$ cat src/rtl/riscorvo_mem_arbiter_if.sv
// Bundle of the fetch, data and downstream memory handshakes seen by riscorvo_mem_arbiter.
// The slave modport is the arbiter's view; master is the surrounding system's view.
interface riscorvo_mem_arbiter_if #(
    parameter int unsigned ADDR_WIDTH = 32,
    parameter int unsigned DATA_WIDTH = 32
);
    localparam int unsigned MW = DATA_WIDTH / 8;

    logic                  instr_valid_i;
    logic [ADDR_WIDTH-1:0] instr_addr_i;
    logic                  instr_ready_o;
    logic [DATA_WIDTH-1:0] instr_rdata_o;
    logic                  instr_err_o;

    logic                  data_valid_i;
    logic [ADDR_WIDTH-1:0] data_addr_i;
    logic [DATA_WIDTH-1:0] data_wdata_i;
    logic                  data_we_i;
    logic [MW-1:0]         data_mask_i;
    logic                  data_ready_o;
    logic [DATA_WIDTH-1:0] data_rdata_o;
    logic                  data_err_o;

    logic                  mem_valid_o;
    logic [ADDR_WIDTH-1:0] mem_addr_o;
    logic [DATA_WIDTH-1:0] mem_wdata_o;
    logic                  mem_we_o;
    logic [MW-1:0]         mem_mask_o;
    logic                  mem_ready_i;
    logic [DATA_WIDTH-1:0] mem_rdata_i;

    logic [1:0]            grant_o;

    modport slave (
        input  instr_valid_i, instr_addr_i,
        output instr_ready_o, instr_rdata_o, instr_err_o,
        input  data_valid_i, data_addr_i, data_wdata_i, data_we_i, data_mask_i,
        output data_ready_o, data_rdata_o, data_err_o,
        output mem_valid_o, mem_addr_o, mem_wdata_o, mem_we_o, mem_mask_o,
        input  mem_ready_i, mem_rdata_i,
        output grant_o
    );

    modport master (
        output instr_valid_i, instr_addr_i,
        input  instr_ready_o, instr_rdata_o, instr_err_o,
        output data_valid_i, data_addr_i, data_wdata_i, data_we_i, data_mask_i,
        input  data_ready_o, data_rdata_o, data_err_o,
        input  mem_valid_o, mem_addr_o, mem_wdata_o, mem_we_o, mem_mask_o,
        output mem_ready_i, mem_rdata_i,
        input  grant_o
    );
endinterface

$ cat src/rtl/riscorvo_mem_arbiter.sv
// Two-requester (fetch/data) arbiter onto one registered memory port, with
// back-to-back handoff to the other requester and a BUSY-state watchdog.
module riscorvo_mem_arbiter #(
    parameter int unsigned ADDR_WIDTH     = 32,
    parameter int unsigned DATA_WIDTH     = 32,
    parameter int unsigned TIMEOUT_CYCLES = 16,
    parameter bit          DATA_PRIORITY  = 1'b1
) (
    input  logic                   clk,
    input  logic                   rst,
    riscorvo_mem_arbiter_if.slave  bus
);
    localparam int unsigned MW = DATA_WIDTH / 8;
    localparam int unsigned CW = (TIMEOUT_CYCLES > 0) ? $clog2(TIMEOUT_CYCLES + 1) : 1;
    localparam logic [CW:0] LIMIT = (CW + 1)'(TIMEOUT_CYCLES);

    typedef enum logic [1:0] {IDLE, BUSY_I, BUSY_D, ABORT} state_e;

    state_e                state_q, state_d;
    logic [1:0]            grant_q, grant_d;
    logic                  mem_valid_q, mem_valid_d;
    logic [ADDR_WIDTH-1:0] mem_addr_q, mem_addr_d;
    logic [DATA_WIDTH-1:0] mem_wdata_q, mem_wdata_d;
    logic                  mem_we_q, mem_we_d;
    logic [MW-1:0]         mem_mask_q, mem_mask_d;
    logic [CW-1:0]         cnt_q, cnt_d;
    logic [CW:0]           cnt_inc;

    logic                  launch_i, launch_d, handoff;
    logic                  instr_ready, instr_err, data_ready, data_err;
    logic [DATA_WIDTH-1:0] instr_rdata, data_rdata;

    always_comb begin
        state_d     = state_q;
        grant_d     = grant_q;
        mem_valid_d = mem_valid_q;
        mem_addr_d  = mem_addr_q;
        mem_wdata_d = mem_wdata_q;
        mem_we_d    = mem_we_q;
        mem_mask_d  = mem_mask_q;
        cnt_d       = cnt_q;
        cnt_inc     = {1'b0, cnt_q} + {{CW{1'b0}}, 1'b1};
        launch_i    = 1'b0;
        launch_d    = 1'b0;
        handoff     = 1'b0;
        instr_ready = 1'b0;
        instr_err   = 1'b0;
        instr_rdata = '0;
        data_ready  = 1'b0;
        data_err    = 1'b0;
        data_rdata  = '0;

        case (state_q)
            IDLE: begin
                if (bus.data_valid_i && (DATA_PRIORITY || !bus.instr_valid_i)) launch_d = 1'b1;
                else if (bus.instr_valid_i)                                     launch_i = 1'b1;
            end
            BUSY_I, BUSY_D: begin
                if (bus.mem_ready_i) begin
                    if (state_q == BUSY_D) begin
                        data_ready = 1'b1;
                        data_rdata = bus.mem_rdata_i;
                    end else begin
                        instr_ready = 1'b1;
                        instr_rdata = bus.mem_rdata_i;
                    end
                    handoff = 1'b1;
                end else if (TIMEOUT_CYCLES != 0) begin
                    if (cnt_q != '1) cnt_d = cnt_inc[CW-1:0];
                    if (cnt_inc == LIMIT) begin
                        state_d     = ABORT;
                        mem_valid_d = 1'b0;
                    end
                end
            end
            ABORT: begin
                if (grant_q[1]) begin
                    data_ready = 1'b1;
                    data_err   = 1'b1;
                end else begin
                    instr_ready = 1'b1;
                    instr_err   = 1'b1;
                end
                handoff = 1'b1;
            end
            default: state_d = IDLE;
        endcase

        // The finishing side's valid still refers to the old transaction, so only the other side may be granted.
        if (handoff) begin
            if (grant_q[1] && bus.instr_valid_i)       launch_i = 1'b1;
            else if (grant_q[0] && bus.data_valid_i)   launch_d = 1'b1;
            else begin
                state_d     = IDLE;
                grant_d     = '0;
                mem_valid_d = 1'b0;
            end
        end

        if (launch_d) begin
            state_d     = BUSY_D;
            grant_d     = 2'b10;
            mem_valid_d = 1'b1;
            mem_addr_d  = bus.data_addr_i;
            mem_wdata_d = bus.data_wdata_i;
            mem_we_d    = bus.data_we_i;
            mem_mask_d  = bus.data_mask_i;
            cnt_d       = '0;
        end else if (launch_i) begin
            state_d     = BUSY_I;
            grant_d     = 2'b01;
            mem_valid_d = 1'b1;
            mem_addr_d  = bus.instr_addr_i;
            mem_wdata_d = '0;
            mem_we_d    = 1'b0;
            mem_mask_d  = '1;
            cnt_d       = '0;
        end
    end

    always_ff @(posedge clk or posedge rst) begin
        if (rst) begin
            state_q     <= IDLE;
            grant_q     <= '0;
            mem_valid_q <= 1'b0;
            mem_addr_q  <= '0;
            mem_wdata_q <= '0;
            mem_we_q    <= 1'b0;
            mem_mask_q  <= '0;
            cnt_q       <= '0;
        end else begin
            state_q     <= state_d;
            grant_q     <= grant_d;
            mem_valid_q <= mem_valid_d;
            mem_addr_q  <= mem_addr_d;
            mem_wdata_q <= mem_wdata_d;
            mem_we_q    <= mem_we_d;
            mem_mask_q  <= mem_mask_d;
            cnt_q       <= cnt_d;
        end
    end

    assign bus.instr_ready_o = instr_ready;
    assign bus.instr_rdata_o = instr_rdata;
    assign bus.instr_err_o   = instr_err;
    assign bus.data_ready_o  = data_ready;
    assign bus.data_rdata_o  = data_rdata;
    assign bus.data_err_o    = data_err;
    assign bus.mem_valid_o   = mem_valid_q;
    assign bus.mem_addr_o    = mem_addr_q;
    assign bus.mem_wdata_o   = mem_wdata_q;
    assign bus.mem_we_o      = mem_we_q;
    assign bus.mem_mask_o    = mem_mask_q;
    assign bus.grant_o       = grant_q;
endmodule

$ cat src/flat_wrapper.sv
// flat-port wrapper written by rule: the top's interface ports become plain ports
module riscorvo_mem_arbiter_flat 
#(
    parameter int unsigned ADDR_WIDTH     = 32,
    parameter int unsigned DATA_WIDTH     = 32,
    parameter int unsigned TIMEOUT_CYCLES = 16,
    parameter bit          DATA_PRIORITY  = 1'b1
)
  (clk, rst, bus_instr_valid_i, bus_instr_addr_i, bus_instr_ready_o, bus_instr_rdata_o, bus_instr_err_o, bus_data_valid_i, bus_data_addr_i, bus_data_wdata_i, bus_data_we_i, bus_data_mask_i, bus_data_ready_o, bus_data_rdata_o, bus_data_err_o, bus_mem_valid_o, bus_mem_addr_o, bus_mem_wdata_o, bus_mem_we_o, bus_mem_mask_o, bus_mem_ready_i, bus_mem_rdata_i, bus_grant_o);
  riscorvo_mem_arbiter_if #(.ADDR_WIDTH(ADDR_WIDTH), .DATA_WIDTH(DATA_WIDTH)) bus_i ();
  input  logic clk;
  input  logic rst;
  input wire logic [$bits(bus_i.instr_valid_i)-1:0] bus_instr_valid_i;
  input wire logic [$bits(bus_i.instr_addr_i)-1:0] bus_instr_addr_i;
  output wire logic [$bits(bus_i.instr_ready_o)-1:0] bus_instr_ready_o;
  output wire logic [$bits(bus_i.instr_rdata_o)-1:0] bus_instr_rdata_o;
  output wire logic [$bits(bus_i.instr_err_o)-1:0] bus_instr_err_o;
  input wire logic [$bits(bus_i.data_valid_i)-1:0] bus_data_valid_i;
  input wire logic [$bits(bus_i.data_addr_i)-1:0] bus_data_addr_i;
  input wire logic [$bits(bus_i.data_wdata_i)-1:0] bus_data_wdata_i;
  input wire logic [$bits(bus_i.data_we_i)-1:0] bus_data_we_i;
  input wire logic [$bits(bus_i.data_mask_i)-1:0] bus_data_mask_i;
  output wire logic [$bits(bus_i.data_ready_o)-1:0] bus_data_ready_o;
  output wire logic [$bits(bus_i.data_rdata_o)-1:0] bus_data_rdata_o;
  output wire logic [$bits(bus_i.data_err_o)-1:0] bus_data_err_o;
  output wire logic [$bits(bus_i.mem_valid_o)-1:0] bus_mem_valid_o;
  output wire logic [$bits(bus_i.mem_addr_o)-1:0] bus_mem_addr_o;
  output wire logic [$bits(bus_i.mem_wdata_o)-1:0] bus_mem_wdata_o;
  output wire logic [$bits(bus_i.mem_we_o)-1:0] bus_mem_we_o;
  output wire logic [$bits(bus_i.mem_mask_o)-1:0] bus_mem_mask_o;
  input wire logic [$bits(bus_i.mem_ready_i)-1:0] bus_mem_ready_i;
  input wire logic [$bits(bus_i.mem_rdata_i)-1:0] bus_mem_rdata_i;
  output wire logic [$bits(bus_i.grant_o)-1:0] bus_grant_o;
  assign bus_i.instr_valid_i = bus_instr_valid_i;
  assign bus_i.instr_addr_i = bus_instr_addr_i;
  assign bus_instr_ready_o = bus_i.instr_ready_o;
  assign bus_instr_rdata_o = bus_i.instr_rdata_o;
  assign bus_instr_err_o = bus_i.instr_err_o;
  assign bus_i.data_valid_i = bus_data_valid_i;
  assign bus_i.data_addr_i = bus_data_addr_i;
  assign bus_i.data_wdata_i = bus_data_wdata_i;
  assign bus_i.data_we_i = bus_data_we_i;
  assign bus_i.data_mask_i = bus_data_mask_i;
  assign bus_data_ready_o = bus_i.data_ready_o;
  assign bus_data_rdata_o = bus_i.data_rdata_o;
  assign bus_data_err_o = bus_i.data_err_o;
  assign bus_mem_valid_o = bus_i.mem_valid_o;
  assign bus_mem_addr_o = bus_i.mem_addr_o;
  assign bus_mem_wdata_o = bus_i.mem_wdata_o;
  assign bus_mem_we_o = bus_i.mem_we_o;
  assign bus_mem_mask_o = bus_i.mem_mask_o;
  assign bus_i.mem_ready_i = bus_mem_ready_i;
  assign bus_i.mem_rdata_i = bus_mem_rdata_i;
  assign bus_grant_o = bus_i.grant_o;
  riscorvo_mem_arbiter #(.ADDR_WIDTH(ADDR_WIDTH), .DATA_WIDTH(DATA_WIDTH), .TIMEOUT_CYCLES(TIMEOUT_CYCLES), .DATA_PRIORITY(DATA_PRIORITY)) u_core (.clk(clk), .rst(rst), .bus(bus_i));
endmodule
$ cat config.mk
export PLATFORM = sky130hd
export DESIGN_NAME = riscorvo_mem_arbiter_flat
export DESIGN_NICKNAME = d
export VERILOG_FILES = /design/src/rtl/riscorvo_mem_arbiter_if.sv /design/src/rtl/riscorvo_mem_arbiter.sv /design/src/flat_wrapper.sv
export SDC_FILE = /design/constraint.sdc
export NUM_CORES = 1
export LEC_CHECK = 0
export ABC_AREA = 0
export ABC_CLOCK_PERIOD_IN_PS = 6000
export BUFFER_PORTS_ARGS = -buffer_cell sky130_fd_sc_hd__buf_2
export CAP_MARGIN = 20
export CORE_ASPECT_RATIO = 0.5
export CORE_MARGIN = 8
export CORE_UTILIZATION = 44
export CTS_CLUSTER_SIZE = 12
export DETAILED_ROUTE_END_ITERATION = 10
export PLACE_DENSITY = 0.95
export SLEW_MARGIN = 0
export SYNTH_ARGS = -nofsm -noshare
export SYNTH_HDL_FRONTEND = slang
export SYNTH_SLANG_ARGS = --single-unit
export TNS_END_PERCENT = 1
$ cat constraint.sdc
create_clock -name clk -period 6 [get_ports clk]
set_clock_uncertainty 0.05 [all_clocks]
set_input_delay 0 -clock clk [delete_from_list [all_inputs] [get_ports clk]]
set_output_delay 0 -clock clk [all_outputs]
set_load 0.005 [all_outputs]
---- After elaboration in Yosys (flattened, before gate mapping) ----
Cells that the tools add are included.
word-level totals
  input bits .............................. 138
  bits in registers ....................... 79
  output and inout port bits .............. 140
  word-level logic and storage cells ...... 89
cells by class
  add/subtract/negate cells ............... 1
  multiplexer cells ....................... 62
  reduce and logical (&&, ||, !) cells .... 10
  equality and inequality tests ........... 8
operators by type and width
  cell                 count
  $mux 32              10
  $mux 1               29
  $mux 2               13
  $mux 5               5
  $ne 3x1->1 const B   3
  $reduce_bool 3->1    3
  $mux 4               2
  $add 5x1->6 const B  1
  $eq 6x5->1 const B   1
  $pmux 1 s2           3
  $reduce_and 3->1     2
  $ne 5x5->1 const B   1
  $eq 2x2->1 const B   2
  $eq 2x1->1 const B   1
  $logic_and 1x1->1    2
  $logic_not 2->1      1
  $reduce_bool 2->1    1
  $reduce_or 2->1      1

---- Depth between registers and ports, before layout ----
  depth after elaboration ................. 10
  mapped depth ............................ 8
  gate-level depth less buffers ........... 7

---- Least setup slack after synthesis ----
Ideal clock, no wire load.
  path kind ............................... register to register
  from .................................... reg u_core.state_q[0]
  to ...................................... reg u_core.mem_addr_q[0] (netlist: u_core.bus.mem_addr_o[0])
  stages on the path, launching flop included .. 8
  setup slack ............................. 3.836 ns
  required time ........................... 5.825 ns
  arrival time ............................ 1.988 ns
  library setup time ...................... 0.125 ns
  period minus slack after synthesis ...... 2.164 ns
  path through ............................ dfrtp_1 > inv_1 > ha_1 > a21oi_4 > o21ai_1 > a211o_2 > buf_4 > mux2_4
on the way
  word-level cells in the longest chain between the ends .. 6
  elaborated cells between the ends (all ways) .. 15
  classes of those cells .................. eq/ne (3); mux (9); reduce/logical (3)
RTL lines
  what                                          line                         source
  start: declaration                            riscorvo_mem_arbiter.sv:19   state_e state_q, state_d;
  start signal: assignment                      riscorvo_mem_arbiter.sv:132  state_q <= state_d;
  $logic_not 2->1                               riscorvo_mem_arbiter.sv:53   case (state_q)
  $mux 1                                        riscorvo_mem_arbiter.sv:53
  $mux 1                                        riscorvo_mem_arbiter.sv:92   else if (grant_q[0] && bus.data_valid_i) launch_d = 1'b1;
  $mux 1                                        riscorvo_mem_arbiter.sv:91   if (grant_q[1] && bus.instr_valid_i) launch_i = 1'b1;
  $mux 1                                        riscorvo_mem_arbiter.sv:90   if (handoff) begin
  $mux 32 or $reduce_bool 2->1 (tied branches)  --
  end signal: assignment                        riscorvo_mem_arbiter.sv:135  mem_addr_q <= mem_addr_d;
  end: declaration                              riscorvo_mem_arbiter.sv:22   logic [ADDR_WIDTH-1:0] mem_addr_q, mem_addr_d;
Parallel ways exist; a longest one is shown, timed or not.
A chain may end at the register's enable or synchronous reset.

---- Worst setup path in the final report ----
  from .................................... reg u_core.state_q[0]
  to ...................................... reg u_core.mem_addr_q[23] (netlist: u_core.bus.mem_addr_o[23])
Same word-level chain as after synthesis.

==> results.tsv <==
metric	value	unit
status	finished clean	
CTS Sinks	79	
layout cells sized above 1	42.5	%
Final HPWL DP	10600	um
P_leak	3.55	nW
worst slew pin tran	975	ps
RSZ-0062 raised after global routing	no	
DIE AREA	12300	um2
cell accounting for the most synthesized area	dfrtp_1	
TritonRoute pass-1 iters	7	
Critical Path Fanout Max	44	
Net count, final	877	
Reg area	1980	um2
top_reg_cell synth	dfrtp_1	
post-route ant nets	0	
Synth Area per Inst	10.7	um2
Rel. slew slack	35.0	%
Peak VDD IR	327	uV
max-cap viol count	0	
Cell Pwr Density	450	nW/um2
met3 track demand over resource	7.61	%
register area share after synthesis	50.8	%
DRT iter0 DRCs	415	
Pwr Total	3.02	mW
Post-Syn Area	3890	um2
I/O Buffers	277	
top-count cell post-synth	dfrtp_1	
worst skew pair latency	340	ps
CTS clk-pin slew, worst paths	60	ps
initial antenna violation count	1	
# DRC	0	
final period utilization	57.1	%
GR peak layer	met2	
largest net degree at the start of global routing	80	
first-pass GRT wire length	28000	um
synth top area cells	dfrtp_1, and2_1, a22o_1	
CTS tree	built	
H-tree depth	3	
vias in the first global route	4981	
post-synth top area share	50.8	%
IO Count	278	
Cell Rows	24	
Max Clock Freq	292	MHz
GRT overflow	0	
final setup vio count	0	
core region area	8650	um2
pins over their slew limit	0	
syn nets	507	
async set-reset flop share out of synthesis	100	%
CTS Root Cell	clkbuf_16	
GRT Util Overall	29.4	%
clk buf depth	2	
CTS buffer count	9	
vias	4706	
CP required	6190	ps
Synth top cells by count	dfrtp_1, and2_1, a22o_1	
Yosys warning count	0	
number of flops mapped to enable cells by yosys	0	
PostCTS Resize Cnt	0	
Critical Path AT	3610	ps
final hold viol count	0	
met2 Use GR	52.6	%
# fillers	489	
fin crit period	3430	ps
Area Overhead vs Synth	72.5	%
Multi-input gate area	1710	um2
WL final	18700	um
Synth Register Bits	79	
post-synth cell types	43	
GPL Wtd Cong	0.807	
Die H	82.5	um
GR Layer Usage met1	30.5	%
setup_tns	0	ps
Crit Path Class	reg -> reg	
crit end category	register	
Die Wd	149	um
Via-to-Cell Ratio	5.48	
Starting Density	45.0	%
post-DR wirelength/cell	21.8	um
Startpoint Class	register	
cells after synthesis	363	
worst hold path type	in -> reg	
-- worst max-delay path, stage by stage, from the launching register on --
cell,delay [ps]
dfrtp_1,390
inv_1,100
ha_1,430
a21oi_4,150
o31ai_4,710
buf_4,550
a22oi_1,210
dlygate4sd3_1,600
o21ai_0,100
-- cell families after synthesis --
logic type	Yosys count	synth area share, %
compound gates	110	21.6
xor+xnor	3	0.676
fa+ha+maj	6	1.93
buf+inv	53	5.66
flops	79	50.8
mux	15	4.63
simple gates	97	14.7
-- final timing paths --
kind                                        endpoint  slack (ps)                      start  cells after the start
max in group asynchronous      u_core.bus.grant_o[0]        4810                        rst                      4
max reg2reg                u_core.bus.mem_addr_o[23]        2570          u_core.state_q[0]                      8
max                        u_core.bus.mem_addr_o[23]        2570          u_core.state_q[0]                      8
min reg2reg                u_core.bus.mem_wdata_o[7]         450  u_core.bus.mem_wdata_o[7]                      1
min in group asynchronous   u_core.bus.mem_addr_o[5]         470                        rst                      4
min                        u_core.bus.mem_addr_o[15]          10       bus_instr_addr_i[15]                      3
-- power breakdown --
group	switching, mW	internal, mW	leakage [nW]	total (mW)
Sequential	0.166	0.756	0.993	0.922
Clock	0.219	0.387	0.160	0.606
Combinational	0.785	0.706	2.40	1.49
Total	1.17	1.85	3.55	3.02
-- cell type report --
| cell class | count | share of cell area [%] |
|---|---|---|
| timing repair buffer | 382 | 36.3 |
| inverter | 30 | 1.68 |
| multi-input combinational | 231 | 25.5 |
| clock buffer | 13 | 3.88 |
| sequential | 79 | 29.5 |
| clock inverter | 3 | 0.970 |
| antenna | 3 | 0.112 |
| tap | 117 | 2.18 |
-- cell usage in the layout (no fill, tap or decap), types with 3 or more instances in the layout --
| cell | count |
|---|---|
| inv_1 | 29 |
| dfrtp_1 | 79 |
| a21oi_1 | 4 |
| buf_2 | 277 |
| a22oi_1 | 26 |
| diode_2 | 3 |
| o22a_1 | 4 |
| clkbuf_16 | 9 |
| dlygate4sd3_1 | 100 |
| mux2_2 | 3 |
| mux2_4 | 4 |
| buf_4 | 4 |
| mux2_1 | 5 |
| mux2i_1 | 3 |
| a22o_1 | 33 |
| nand2_1 | 9 |
| nand2b_1 | 3 |
| nand3b_1 | 3 |
| nor2_1 | 10 |
| o21ai_0 | 28 |
| and2_1 | 65 |
| ha_1 | 6 |
-- sequential cells by signal, indices dropped and copies added, names as in the netlist --
| signal | count |
|---|---|
| u_core.bus.mem_addr_o | 32 |
| u_core.bus.mem_wdata_o | 32 |
| u_core.cnt_q | 5 |
| u_core.bus.mem_mask_o | 4 |
| u_core.bus.grant_o | 2 |
| u_core.state_q | 2 |
| u_core.bus.mem_valid_o | 1 |
| u_core.bus.mem_we_o | 1 |
-- stage by stage --
stage                     hold slack (ps)  cell area [um2]  std cells  setup WS [ps]  utilization, %
after floorplan                      60.3             3890        363           3840               -
after global placement                165             5360        738           3280            62.0
after detailed placement              164             5380        739           3190            62.2
after CTS                            5.10             6700        855           2800            77.5
after global routing                 11.6             6700        856           2490            77.5
final                                9.76             6710        858           2570            77.6
-- what timing repair did --
item,in CTS,in global routing
hold buffers,100,0
buffers inserted,0,0
hold endpoints to repair,148,0
-- metal layers --
| layer | vias to the layer above | wire length [um] |
|---|---|---|
| met2 | 354 | 9510 |
| met5 | - | 0 |
| met1 | 2239 | 6450 |
| met4 | 0 | 1200 |
| li1 | 2005 | - |
| met3 | 108 | 1550 |
Note: power is estimated with default switching activity, not from simulation.
